===== config.mk =====
export PLATFORM = sky130hd
export DESIGN_NAME = instruction_fetch_unit
export DESIGN_NICKNAME = d
export VERILOG_FILES = /design/src/rtl/fetch_pkg.sv /design/src/rtl/fetch_queue.sv /design/src/rtl/instruction_fetch_unit.sv
export SDC_FILE = /design/constraint.sdc
export NUM_CORES = 1
export LEC_CHECK = 0
export CORE_MARGIN = 2
export CORE_UTILIZATION = 47
export DETAILED_ROUTE_END_ITERATION = 8
export HOLD_SLACK_MARGIN = 0.02
export PLACE_DENSITY = 0.8
export RECOVER_POWER = 50
export SETUP_SLACK_MARGIN = 0.05
export SKIP_LAST_GASP = 1
export SLEW_MARGIN = 30
export SYNTH_ARGS = -nofsm -noshare
export SYNTH_HDL_FRONTEND = slang
export SYNTH_SLANG_ARGS = --single-unit

===== constraint.sdc =====
create_clock -name clk -period 10.5 [get_ports clk]
set_clock_uncertainty 0.1 [all_clocks]
set_input_delay 2.625 -clock clk [delete_from_list [all_inputs] [get_ports clk]]
set_output_delay 2.625 -clock clk [all_outputs]
set_load 0.03 [all_outputs]

===== src/rtl/fetch_pkg.sv =====
// Shared types and constants for the instruction fetch unit and its queue.
// The legality helper is the single definition of a fetchable word address.
package fetch_pkg;

    localparam int INSTR_BYTES = 4;
    localparam int PC_WIDTH    = 64;
    localparam int INSTR_WIDTH = 32;

    typedef struct packed {
        logic [PC_WIDTH-1:0]    pc;
        logic [INSTR_WIDTH-1:0] instr;
    } fetch_entry_t;

    typedef enum logic {
        RUN   = 1'b0,
        FAULT = 1'b1
    } fetch_state_t;

    // The 65-bit sum makes addresses that wrap past 2^64 count as out of range.
    function automatic logic fetch_legal(input logic [PC_WIDTH-1:0] addr,
                                         input int unsigned mem_bytes);
        return (addr[1:0] == 2'b00) &&
               (({1'b0, addr} + 65'd3) < 65'(mem_bytes));
    endfunction

endpackage


===== src/rtl/fetch_queue.sv =====
// Small synchronous FIFO of fetched {pc, instr} entries with flush and
// simultaneous enqueue/dequeue; the head entry is always visible on rd_data.
module fetch_queue
    import fetch_pkg::*;
#(
    parameter int DEPTH = 2,
    localparam int PW   = $clog2(DEPTH),
    localparam int CW   = PW + 1
) (
    input  logic          clk,
    input  logic          reset,
    input  logic          flush,
    input  logic          enq,
    input  logic          deq,
    input  fetch_entry_t  wr_data,
    output fetch_entry_t  rd_data,
    output logic [CW-1:0] count,
    output logic          full,
    output logic          empty
);

    fetch_entry_t  entries [DEPTH];
    logic [PW-1:0] wr_ptr;
    logic [PW-1:0] rd_ptr;

    assign rd_data = entries[rd_ptr];
    assign full    = (count == CW'(DEPTH));
    assign empty   = (count == '0);

    // Pointers are PW bits wide, so a power-of-two DEPTH wraps naturally.
    always_ff @(posedge clk or posedge reset) begin
        if (reset) begin
            wr_ptr <= '0;
            rd_ptr <= '0;
            count  <= '0;
            for (int i = 0; i < DEPTH; i++) begin
                entries[i] <= '0;
            end
        end else if (flush) begin
            wr_ptr <= '0;
            rd_ptr <= '0;
            count  <= '0;
        end else begin
            if (enq) begin
                entries[wr_ptr] <= wr_data;
                wr_ptr          <= wr_ptr + PW'(1);
            end
            if (deq) begin
                rd_ptr <= rd_ptr + PW'(1);
            end
            case ({enq, deq})
                2'b10:   count <= count + CW'(1);
                2'b01:   count <= count - CW'(1);
                default: count <= count;
            endcase
        end
    end

endmodule


===== src/rtl/instruction_fetch_unit.sv =====
// Fetch initiator: owns the fetch PC and RUN/FAULT state, reads the
// combinational instruction memory and feeds decode through fetch_queue.
module instruction_fetch_unit
    import fetch_pkg::*;
#(
    parameter logic [PC_WIDTH-1:0] PC_RESET    = 64'h0,
    parameter int unsigned         MEM_BYTES   = 128,
    parameter int unsigned         QUEUE_DEPTH = 2
) (
    input  logic                   clk,
    input  logic                   reset,
    output logic [PC_WIDTH-1:0]    read_address,
    input  logic [INSTR_WIDTH-1:0] instruction,
    input  logic                   branch_taken,
    input  logic [PC_WIDTH-1:0]    branch_target,
    output logic                   if_valid,
    output logic [INSTR_WIDTH-1:0] if_instr,
    output logic [PC_WIDTH-1:0]    if_pc,
    input  logic                   if_ready,
    output logic                   fault
);

    localparam int CW = $clog2(QUEUE_DEPTH) + 1;

    fetch_state_t        state;
    logic [PC_WIDTH-1:0] fetch_pc;
    logic                pc_legal;
    logic                target_legal;
    logic                enq;
    logic                deq;
    logic                q_full;
    logic                q_empty;
    logic [CW-1:0]       count_unused;
    fetch_entry_t        wr_entry;
    fetch_entry_t        head;

    assign read_address = fetch_pc;
    assign pc_legal     = fetch_legal(fetch_pc, MEM_BYTES);
    assign target_legal = fetch_legal(branch_target, MEM_BYTES);

    // Valid/ready: the head transfers on a cycle with if_valid && if_ready;
    // a redirect overrides both sides, discarding the head and the fetch.
    assign deq = !q_empty && if_ready && !branch_taken;
    assign enq = (state == RUN) && pc_legal && !branch_taken && (!q_full || deq);

    assign wr_entry.pc    = fetch_pc;
    assign wr_entry.instr = instruction;

    assign if_valid = !q_empty;
    assign if_instr = head.instr;
    assign if_pc    = head.pc;

    fetch_queue #(
        .DEPTH (QUEUE_DEPTH)
    ) u_queue (
        .clk     (clk),
        .reset   (reset),
        .flush   (branch_taken),
        .enq     (enq),
        .deq     (deq),
        .wr_data (wr_entry),
        .rd_data (head),
        .count   (count_unused),
        .full    (q_full),
        .empty   (q_empty)
    );

    // A redirect in RUN never traps directly; an illegal target is caught
    // on the following cycle when it becomes fetch_pc.
    always_ff @(posedge clk or posedge reset) begin
        if (reset) begin
            state    <= RUN;
            fetch_pc <= PC_RESET;
            fault    <= 1'b0;
        end else if (branch_taken) begin
            fetch_pc <= branch_target;
            if (state == FAULT && target_legal) begin
                state <= RUN;
                fault <= 1'b0;
            end
        end else begin
            case (state)
                RUN: begin
                    if (!pc_legal) begin
                        state <= FAULT;
                        fault <= 1'b1;
                    end else if (enq) begin
                        fetch_pc <= fetch_pc + PC_WIDTH'(INSTR_BYTES);
                    end
                end
                FAULT: begin
                    state <= FAULT;
                    fault <= 1'b1;
                end
                default: begin
                    state <= FAULT;
                    fault <= 1'b1;
                end
            endcase
        end
    end

endmodule


After elaboration in Yosys (flattened, before gate mapping)
Index checks and enable logic that the tools add are counted.

storage, ports and cells
  bits in registers = 262

cells by class
  add/sub/neg operators = 7
  order comparisons = 5
  eq/ne operators = 6
  muxes and demuxes = 23
  bitwise logic cells = 4
  reduce and logical (&&, ||, !) cells = 23

operators with widths
  cell                     count
  $mux W96                 4
  $mux W64                 4
  $bwmux W192              1
  $add A64 B2 Y65 const B  2
  $lt A65 B8 Y1 const B    2
  $demux W96 S1            1
  $add A64 B3 Y64 const B  1
  $logic_and A1 B1 Y1      9
  $mux W1                  9
  $logic_not A2 Y1         3
  $reduce_bool A2 Y1       3
  $eq A2 B2 Y1 const B     2
  $ge A2 B2 Y1 const B     2
  $not A1 Y2               2
  $pmux W1 S2              2
  $pmux W2 S2              1
  $reduce_and A2 Y1        2
  $logic_not A1 Y1         3
  $ne A3 B3 Y1 const B     1
  $reduce_and A3 Y1        1
  $reduce_bool A3 Y1       1
  $add A1 B1 Y1 const B    2
  $add A2 B1 Y2 const B    1
  $eq A2 B1 Y1 const B     1
  other kinds (7)          8

Longest topological paths before layout
  word-level depth = 10
  mapped depth = 13
  depth with buffers taken out = 10

By module
A second synthesis with hierarchy kept.

second synthesis, totals
  cell total of the unflattened synthesis = 1229
  area, all modules = 14358.8 um2

modules (own cells, without submodules)
  module                  instances  cells an instance  area each (um2)  seq. area each (um2)
  fetch_queue             1          533                8479.4           4904.7
  instruction_fetch_unit  1          696                5879.4           1651.6

Least setup slack after synthesis
No wires, ideal clock.

  path type = in2reg
  start point = input branch_target[1]
  end point = register state
  arrival time = 5.009 ns
  data required time = 10.279 ns
  path slack = 5.270 ns
  cell stages on the path = 9
  cell sequence = o211ai_1 -> nor4_1 -> nand3_1 -> or4_1 -> a21oi_1 -> o22ai_1 -> a2111oi_0 -> nand4_1 -> a22o_1

between the ends
  word-level cells in the longest chain between the ends = 5
  elaborated cells on any way between the ends = 6
  classes of those cells = add/sub: 1; order compare: 1; eq/ne: 1; reduce/logical: 3

ends and longest elaborated chain
  item                             line                          RTL
  from (decl)                      instruction_fetch_unit.sv:15  input logic [PC_WIDTH-1:0] branch_target,
  $add A64 B2 Y65                  fetch_pkg.sv:23               (({1'b0, addr} + 65'd3) < 65'(mem_bytes));
  $lt A65 B8 Y1                    fetch_pkg.sv:23
  $logic_and A1 B1 Y1 *            fetch_pkg.sv:22               return (addr[1:0] == 2'b00) &&
  $logic_and A1 B1 Y1 *            instruction_fetch_unit.sv:77  if (state == FAULT && target_legal) begin
  $ne A2 B1 Y1 (no source line) *  -
  to (signal assigned)             instruction_fetch_unit.sv:72  state <= RUN;
  to (signal assigned)             instruction_fetch_unit.sv:78  state <= RUN;
  to (signal assigned)             instruction_fetch_unit.sv:85  state <= FAULT;
  to (decl)                        instruction_fetch_unit.sv:25  fetch_state_t state;

Every way passes the cells marked *; elsewhere a longest branch is shown, timed or not.
A chain may end at the register's enable or synchronous reset.

==> impl_metrics.py <==
metrics = {
    "setup_path": {
        "path_cells": "dlygate4sd3_1 > clkinvlp_2 > buf_4 > buf_16",
        "max_stage_delay_ns": 2.70,
        "path_max_fanout": 112,
        "worstSetupEndpointType": "async pin",
        "cp_slowest_cell": "clkinvlp_2",
        "crit_arrival_ns": 6.98,
        "path_class": "in2async",
        "required_ns": 11.13,
        "critPathLaunchType": "input pin",
    },
    "floorplanning": {
        "die_area_mm2": 0.0295,
        "die_h_um": 172,
        "die_x_um": 172,
        "ios": 262,
        "fp-row-count": 61,
        "start_util": 0.477,
        "core_area_mm2": 0.0277,
    },
    "logic_synthesis": {
        "yosysTopAreaCell": "dfrtp_1",
        "synthesis.area_mm2": 0.0132,
        "yosysMostFrequentCell": "dfrtp_1",
        "synth_area_leaders": "dfrtp_1 50%, mux2_2 18%, and2_1 6.1%",
        "synth_common_cells": "262 x dfrtp_1, 212 x mux2_2, 129 x and2_1",
        "synth_fp_nets": 1284,
        "yosys.area.top_type_share": 0.496,
        "syn_avg_cell_area_um2": 11.2,
        "async_flop_share": 1.00,
        "synth_cell_types": 66,
        "synth-seq-cells": 262,
        "synth-seq-area-share": 0.496,
        "syn_inst": 1183,
        "yosys_warnings": 0,
        "synthFlopType": "dfrtp_1",
        "synth_edf_count": 0,
    },
    "run": {
        "max_cap_violations": 1,
    },
    "run_status": {
        "violations": "max-capacitance violations, max-slew violations",
        "status": "complete, but fails checks",
    },
    "placed_design": {
        "pre_cts_ws_ns": 4.28,
        "globalplace.congestion": 0.992,
        "place_area_mm2": 0.0162,
        "io_buffers": 261,
        "placed_cells": 1773,
        "dp_hpwl_mm": 27.6,
    },
    "clock_network": {
        "insertion_delay_ns": 0.56,
        "clk_pin_slew_worst_paths_ns": 0.06,
        "cts_buffers": 29,
        "clock-sinks": 262,
        "hold_buffers": 0,
        "cts_resized": 0,
        "cts.path.max_buffers": 3,
        "cts_tree": "yes",
        "cts_setup_buffers": 0,
        "cts-root-buf": "clkbuf_16",
        "htree_levels": 1,
    },
    "timing": {
        "fin_crit_ns": 6.35,
        "fin_ws_ns": 4.15,
        "max_slew_margin": -2.23,
        "setup_viol": 0,
        "hold_viol": 0,
        "holdWs_ns": 0.377,
        "fmax_ghz": 0.158,
        "period_share": 0.605,
        "drv_slew": 113,
        "tns_ns": 0,
        "rsz0062_at_grt": "no",
        "tightest_slew_ns": 4.81,
    },
    "drt": {
        "final_antenna_net_count": 0,
        "wire_per_inst_um": 21.1,
        "drcViolationCount": 0,
        "wl_mm": 38.6,
        "drt_pass1_iterations": 5,
        "drt_iter0_markers": 801,
        "vias": 10700,
        "routed_via_density": 5.85,
    },
    "layout": {
        "layout-drive-gt1-share": 0.202,
        "final_util": 0.620,
        "antennaDiodeCount": 0,
        "area_delta_synth_final_pct": 30.0,
        "post-route-cell-area_mm2": 0.0172,
        "finalNetCount": 1527,
        "instances_no_fill": 1826,
    },
    "power": {
        "p_int_mw": 1.80,
        "power_frac_comb": 0.126,
        "p_switching_mw": 0.658,
        "power.leakage_nw": 7.39,
        "switching_share": 0.268,
        "power_mw": 2.45,
        "powerDensity_mw_per_mm2": 143,
        "p_seq_frac": 0.451,
        "ir_drop_v": 0.0000998,
        "clkPwrFrac": 0.423,
    },
    "global_routing": {
        "antenna_found_initial": 1,
        "grt_max_degree": 113,
        "grt_use_total": 0.262,
        "grt_pass1_vias": 10800,
        "overflow": 0,
        "grt_pass1_wl_mm": 60.7,
    },
    "min_path": {
        "holdCritPathClass": "reg2reg",
    },
}
power by group through the flow:
| stage | clock network, mW | logic [mW] | registers [mW] |
|---|---|---|---|
| global route | 1.10 | 0.330 | 1.11 |
| floorplan | 0 | 0.129 | 1.14 |
| detailed placement | 0 | 0.309 | 1.12 |
| CTS | 1.06 | 0.311 | 1.10 |
| global placement | 0 | 0.306 | 1.12 |
| finish | 1.04 | 0.309 | 1.11 |
final timing paths:
| kind | start | to | slack, ns | cells past startpoint |
|---|---|---|---|---|
| max in group clk | u_queue.rd_ptr | if_pc[5] | 4.63 | 3 |
| hold reg to reg | u_queue.entries[176] | u_queue.entries[176] | 0.38 | 1 |
| setup / recovery | reset | read_address[31] | 4.15 | 4 |
| min in group asynchronous | reset | u_queue.entries[30] | 3.93 | 2 |
| hold / removal | u_queue.entries[176] | u_queue.entries[176] | 0.38 | 1 |
| setup reg to reg | read_address[32] | u_queue.entries[103] | 5.46 | 10 |
layout make-up:
cell class / count / area (um2)
fill: 2238 / 10500
inverter: 24 / 91.3
tap: 378 / 473
clock buffer: 37 / 806
clock inverter: 16 / 189
sequential: 262 / 6560
multi-input combinational: 836 / 6330
timing repair buffer: 273 / 2740
cell usage in the layout, fill, tap and decap left out, types with 10 or more instances in the layout:
cell	n
dlygate4sd3_1	15
xor2_1	11
inv_1	22
xnor2_1	15
clkdlybuf4s50_1	245
or4_1	11
clkbuf_16	29
and4_1	17
nand2_1	62
or3_1	10
nand4_1	54
nor3_1	30
and2_1	129
mux2_2	211
dfrtp_1	261
nor4_1	30
o21ai_0	33
nand3_1	38
and3_1	24
nor2_1	33
sequential cells by signal (all words and copies together) (netlist names):
signal and count:
u_queue.entries 192, read_address 64, fault 1, u_queue.rd_ptr 1
state 1, u_queue.count 2, u_queue.wr_ptr 1
critical path, delay by kind of cell:
family / cells / cell delay, ns
buffers and inverters: 4 / 4.28
routing by layer:
| metal | track usage | up-vias | routed length (um) |
|---|---|---|---|
| li1 | - | 4832 | - |
| met1 | 0.342 | 5284 | 16000 |
| met2 | 0.434 | 479 | 18200 |
| met3 | 0.0559 | 86 | 3120 |
| met4 | 0.0917 | 0 | 1360 |
| met5 | 0 | - | 0 |
cells by family after synthesis:
| family | synth area share |
|---|---|
| flops | 0.496 |
| xor+xnor | 0.0172 |
| simple gates | 0.207 |
| compound gates | 0.0631 |
| buf+inv | 0.0264 |
| mux | 0.189 |
| fa+ha+maj | 0.000946 |
Note: power is estimated with default switching activity, not from simulation.
